`config.mk`:
```
export PLATFORM = sky130hd
export DESIGN_NAME = cam_pixel_assembler
export DESIGN_NICKNAME = d
export VERILOG_FILES = /design/src/rtl/cam_pkg.sv /design/src/rtl/cam_byte_pair.sv /design/src/rtl/cam_pixel_assembler.sv
export SDC_FILE = /design/constraint.sdc
export NUM_CORES = 1
export LEC_CHECK = 0
export ABC_AREA = 1
export BUFFER_PORTS_ARGS = -buffer_cell sky130_fd_sc_hd__clkbuf_2
export CORE_ASPECT_RATIO = 1.5
export CORE_UTILIZATION = 30
export CTS_CLUSTER_DIAMETER = 50
export DETAILED_ROUTE_END_ITERATION = 8
export GPL_TIMING_DRIVEN = 0
export PLACE_DENSITY_LB_ADDON = 0.05
export SLEW_MARGIN = 20
export SYNTH_ARGS = -nofsm -noshare
export SYNTH_HDL_FRONTEND = slang
export SYNTH_SLANG_ARGS = --single-unit
```
`constraint.sdc`:
```
create_clock -name clk -period 2.3 [get_ports clk]
set_input_delay 0.23 -clock clk [delete_from_list [all_inputs] [get_ports clk]]
set_output_delay 0.23 -clock clk [all_outputs]
set_load 0.005 [all_outputs]
```
`src/rtl/cam_pkg.sv`:
```
// Shared types and defaults for the camera pixel assembler.
// Pixels are RGB565, arriving high byte first.
package cam_pkg;

    localparam int H_ACTIVE_DEF = 640;
    localparam int V_ACTIVE_DEF = 480;

    typedef logic [15:0] rgb565_t;

    typedef enum logic {
        WAIT_FRAME = 1'b0,
        ACTIVE     = 1'b1
    } cam_state_t;

endpackage

```
`src/rtl/cam_byte_pair.sv`:
```
// Pairs consecutive camera bytes into one RGB565 word.
// The first byte of a pair is held; the second byte completes the pixel.
module cam_byte_pair
    import cam_pkg::*;
(
    input  logic       clk,
    input  logic       reset,
    input  logic       clear,
    input  logic       capture,
    input  logic [7:0] cam_byte,
    output logic       pair_valid,
    output rgb565_t    pair_data,
    output logic       phase
);

    logic [7:0] hi;

    // clear outranks capture, so a colliding byte is dropped
    always_ff @(posedge clk or negedge reset) begin
        if (!reset) begin
            phase <= 1'b0;
            hi    <= 8'h00;
        end else if (clear) begin
            phase <= 1'b0;
        end else if (capture) begin
            if (!phase) begin
                hi <= cam_byte;
            end
            phase <= ~phase;
        end
    end

    assign pair_valid = capture & phase & ~clear;
    assign pair_data  = {hi, cam_byte};

endmodule

```
`src/rtl/cam_pixel_assembler.sv`:
```
// Frame/line tracker around cam_byte_pair: tags pixels with x/y and
// flags short, long, odd-length lines and truncated frames.
module cam_pixel_assembler
    import cam_pkg::*;
#(
    parameter int H_ACTIVE = H_ACTIVE_DEF,
    parameter int V_ACTIVE = V_ACTIVE_DEF,
    parameter int XW       = 10,
    parameter int YW       = 9
) (
    input  logic          clk,
    input  logic          reset,
    input  logic          vsync_fe,
    input  logic          href,
    input  logic          byte_valid,
    input  logic [7:0]    cam_byte,
    output rgb565_t       pix_data,
    output logic          pix_valid,
    output logic [XW-1:0] pix_x,
    output logic [YW-1:0] pix_y,
    output logic          frame_start,
    output logic          line_done,
    output logic          frame_done,
    output logic          frame_err
);

    localparam logic [XW-1:0] X_END = XW'(H_ACTIVE);
    localparam logic [YW-1:0] Y_END = YW'(V_ACTIVE);

    cam_state_t    state, state_next;
    logic          href_d;
    logic [XW-1:0] x;
    logic [YW-1:0] y;
    logic [YW-1:0] y_inc;
    logic          line_bad;
    logic          in_frame, href_fall, eol, capture, clear;
    logic          pair_valid, phase;
    rgb565_t       pair_data;

    // vsync_fe has priority over every other event in the same cycle
    assign in_frame  = (state == ACTIVE);
    assign href_fall = href_d & ~href;
    assign eol       = in_frame & href_fall & ~vsync_fe;
    assign capture   = in_frame & href & byte_valid & ~vsync_fe;
    assign clear     = vsync_fe | href_fall;
    assign y_inc     = y + 1'b1;

    cam_byte_pair u_pair (
        .clk        (clk),
        .reset      (reset),
        .clear      (clear),
        .capture    (capture),
        .cam_byte   (cam_byte),
        .pair_valid (pair_valid),
        .pair_data  (pair_data),
        .phase      (phase)
    );

    always_ff @(posedge clk or negedge reset) begin
        if (!reset) begin
            state <= WAIT_FRAME;
        end else begin
            state <= state_next;
        end
    end

    always_comb begin
        state_next = state;
        if (vsync_fe) begin
            state_next = ACTIVE;
        end else if (eol && (y_inc == Y_END)) begin
            state_next = WAIT_FRAME;
        end
    end

    // pix_valid is a one-cycle strobe; pix_data/pix_x/pix_y are meaningful only while it is high
    always_ff @(posedge clk or negedge reset) begin
        if (!reset) begin
            pix_data    <= '0;
            pix_valid   <= 1'b0;
            pix_x       <= '0;
            pix_y       <= '0;
            frame_start <= 1'b0;
            line_done   <= 1'b0;
            frame_done  <= 1'b0;
            frame_err   <= 1'b0;
            href_d      <= 1'b0;
            x           <= '0;
            y           <= '0;
            line_bad    <= 1'b0;
        end else begin
            pix_valid   <= 1'b0;
            frame_start <= 1'b0;
            line_done   <= 1'b0;
            frame_done  <= 1'b0;
            frame_err   <= 1'b0;
            href_d      <= href;
            if (vsync_fe) begin
                frame_start <= 1'b1;
                frame_err   <= in_frame && (y != Y_END);
                x           <= '0;
                y           <= '0;
                line_bad    <= 1'b0;
            end else if (eol) begin
                line_done  <= 1'b1;
                frame_done <= (y_inc == Y_END);
                frame_err  <= (x != X_END) | phase | line_bad;
                x          <= '0;
                y          <= y_inc;
                line_bad   <= 1'b0;
            end else if (pair_valid) begin
                // x parks at X_END; surplus pixels only poison the line
                if (x != X_END) begin
                    pix_valid <= 1'b1;
                    pix_data  <= pair_data;
                    pix_x     <= x;
                    pix_y     <= y;
                    x         <= x + 1'b1;
                end else begin
                    line_bad <= 1'b1;
                end
            end
        end
    end

endmodule

```
==> impl_metrics.json <==
{
  "status": "completed",
  "grt_antenna_before_repair": 0,
  "areaGrowthSynthToFinish_pct": 25.64,
  "critical_path.slowest_cell": "sky130_fd_sc_hd__dfrtp_1",
  "clock_latency_ns": 0.34,
  "port_buffers": 52,
  "tritoncts": "done",
  "fin_skew_ns": 0.006856,
  "report.final.slew_viol_count": 0,
  "yosys_register_bits": 71,
  "grt_pass1_vias": 2612,
  "detail_route.first_pass.iterations": 4,
  "floorplan.die_area_mm2": 0.01116,
  "worstSetupStartpointType": "flip-flop",
  "n_antenna_cell": 0,
  "largest_net_degree_at_the_start_of_global_routing": 51,
  "ys.warnings.count": 0,
  "timing.final.crit_period_ns": 1.883,
  "timing.hold.worst_path_depth": 1,
  "postCtsResizedCells": 0,
  "cp_top_family": "simple AND/OR/NAND/NOR gates",
  "syn_area_per_cell_um2": 8.704,
  "power.density_cell_area_mw_per_mm2": 824.6,
  "critical_path_buf_inv_count": 2,
  "die_height_um": 128.9,
  "post-route-drc-count": 0,
  "placeable_area_mm2": 0.01053,
  "finish.net_count": 453,
  "post_cts_hold_buffer_count": 1,
  "reg2reg_depth": 9,
  "post_cts.repair.setup_buffers": 0,
  "crit_required_ns": 2.56,
  "clock_tree.htree_level_count": 3,
  "yosys.area.top_type": "sky130_fd_sc_hd__dfrtp_1",
  "fraction_of_layout_cells_with_a_size_suffix_above_1_pct": 24.09,
  "leakagePower_uw": 0.002029,
  "initial_utilization_pct": 30.58,
  "first_pass_grt_wire_length_mm": 13.30,
  "max_freq_ghz": 0.5311,
  "place_area_mm2": 0.003691,
  "timing.setup.critical_path_class": "flip-flop to flip-flop",
  "io_pins": 53,
  "mappedNetlistArea_mm2": 0.003221,
  "crit_cells": 9,
  "report.final.setup_viol": 0,
  "place_congestion": 0.7938,
  "yosys-top-cells-area": "sky130_fd_sc_hd__dfrtp_1 (55%), sky130_fd_sc_hd__nand2_1 (13%), sky130_fd_sc_hd__inv_1 (4.8%), sky130_fd_sc_hd__o21ai_1 (4.0%), sky130_fd_sc_hd__o21ai_2 (3.8%)",
  "clk_path_buf_depth": 2,
  "number_of_distinct_library_cells_after_synthesis": 28,
  "setup_total_negative_slack_ns": 0,
  "drt.antenna.violating_nets": 0,
  "worst_slew_slack_as_a_fraction_of_its_limit_pct": 70.76,
  "post_synth_net_total": 388,
  "timing.critical_path.slowest_cell_delay_ns": 0.43,
  "critical_path.most_common_cell": "sky130_fd_sc_hd__nand2_1",
  "synthesis.instances": 370,
  "cts.clk_slew.worst_paths_ns": 0.06,
  "cp.arrival_ns": 2.14,
  "synthDominantCellAreaShare_pct": 55.17,
  "clkSinkCount": 71,
  "cts-buffers-inserted": 9,
  "worst_pin_slew_ns": 0.4386,
  "routedWlPerCell_um": 13.68,
  "synth_sequential_area_ratio_pct": 55.17,
  "worstPathMaxFanout": 10,
  "clock_tree.root_cell": "sky130_fd_sc_hd__clkbuf_16",
  "global_route.usage.total_pct": 15.79,
  "drt_wl_total_mm": 7.991,
  "hold_path.class": "input port to flip-flop",
  "die_width_um": 86.60,
  "place_hpwl_mm": 5.798,
  "drt-vias-per-instance": 4.428,
  "final.period_utilization_pct": 81.86,
  "final_hold_viol_count": 0,
  "core.rowCount": 46,
  "timing.critical_path.to_type": "flip-flop",
  "max-cap-violations": 0,
  "grt_setup_unrepaired": "false",
  "via_count": 2586,
  "cp_cell_sequence": "inv_1 -> ha_1 -> nand2_1 -> nor2_2 -> nand4_1 -> nand2_2 -> buf_2 -> nand2_1 -> o21ai_1",
  "grt.overflow.total": 0,
  "final_design_area_no_fill_mm2": 0.004046,
  "detailedRoute.firstIterationViolations": 130,
  "vdd_drop_max_mv": 0.3540
}
## sequential cells by signal, summed over array words and instances, names as in the netlist, 8 cells and up
name / count
pix_y: 9
x: 10
pix_x: 10
u_pair.hi: 8
pix_data: 16
y: 9
## cells in the mapped netlist, drive strengths merged
master,count
inv,44
nand2,114
nor2,28
a21oi,4
dfrtp,71
ha,5
o211ai,1
nand3,14
clkbuf,1
buf,11
o21ai,56
xor2,2
nand4,11
nor3,3
or2,2
o22ai,3
## placed cells by master, fill, tap and decap left out, types with 5 or more instances in the layout
master and instances:
sky130_fd_sc_hd__nand2_1 111, sky130_fd_sc_hd__dfrtp_1 71, sky130_fd_sc_hd__buf_2 7, sky130_fd_sc_hd__nand3_1 13
sky130_fd_sc_hd__clkbuf_2 51, sky130_fd_sc_hd__ha_1 5, sky130_fd_sc_hd__nand4_1 10, sky130_fd_sc_hd__nor2_1 25
sky130_fd_sc_hd__o21ai_0 16, sky130_fd_sc_hd__o21ai_2 14, sky130_fd_sc_hd__inv_1 41, sky130_fd_sc_hd__o21ai_1 26
sky130_fd_sc_hd__clkbuf_16 9
## area by class of cell
type,count,area [µm²]
Tap cell,144,180.2
Sequential cell,71,1777
Clock inverter,7,120.1
Clock buffer,9,225.2
Timing Repair Buffer,54,300.3
Buffer,12,83.83
Fill cell,1100,6486
Inverter,44,165.2
Multi-Input combinational cell,243,1195
## routing by layer
metal	up-vias	global-route usage [%]	wire (µm)
met5	-	0	0
met4	0	7.157	198
met3	11	3.464	246
met2	44	26.14	3834
met1	1213	19.59	3711
li1	1318	-	-
## final timing paths
check | from | to | slack [ns]
min reg2reg | u_pair.hi[2]$_DFFE_PN0P_ | pix_data[10]$_DFFE_PN0P_ | 0.47
max in group asynchronous | reset | pix_x[2]$_DFFE_PN0P_ | 1.36
max | x[0]$_DFFE_PN0P_ | pix_y[2]$_DFFE_PN0P_ | 0.42
min | href | href_d$_DFF_PN0_ | 0.09
max reg2reg | x[0]$_DFFE_PN0P_ | pix_y[2]$_DFFE_PN0P_ | 0.42
min in group asynchronous | reset | y[3]$_DFFE_PN0N_ | 0.37
## power by group
part           leakage (µW)  total (µW)  internal [µW]  switching, µW
combinational      0.000912         296            132            164
clock              0.000166        1630           1060            562
sequential         0.000951        1410           1360           57.2
## per-stage QoR
stage | worst slack [ns] | util (%) | hold slack [ns] | cells | power [µW]
3_5_place_dp | 0.3800 | 35.04 | 0.1928 | 567 | 1742
6_report | 0.4171 | 38.42 | 0.08580 | 584 | 3336
5_1_grt | 0.1935 | 38.42 | 0.08524 | 584 | 3484
2_1_floorplan | 0.8129 | - | -0.06559 | 370 | 1581
4_1_cts | 0.3517 | 38.42 | 0.07628 | 584 | 3385
3_3_place_gp | 0.3103 | 34.76 | 0.4189 | 566 | 1732
## cell families after synthesis
family / after synthesis / synth area share (%)
adder cells (fa/ha/maj): 5 / 1.943
buffers and inverters: 56 / 7.731
AND/OR/NAND/NOR: 172 / 22.84
flip-flops: 71 / 55.17
XOR/XNOR: 2 / 0.5440
AO/OA/AOI/OAI: 64 / 11.77
No activity file was read; power rests on OpenSTA's default activity.
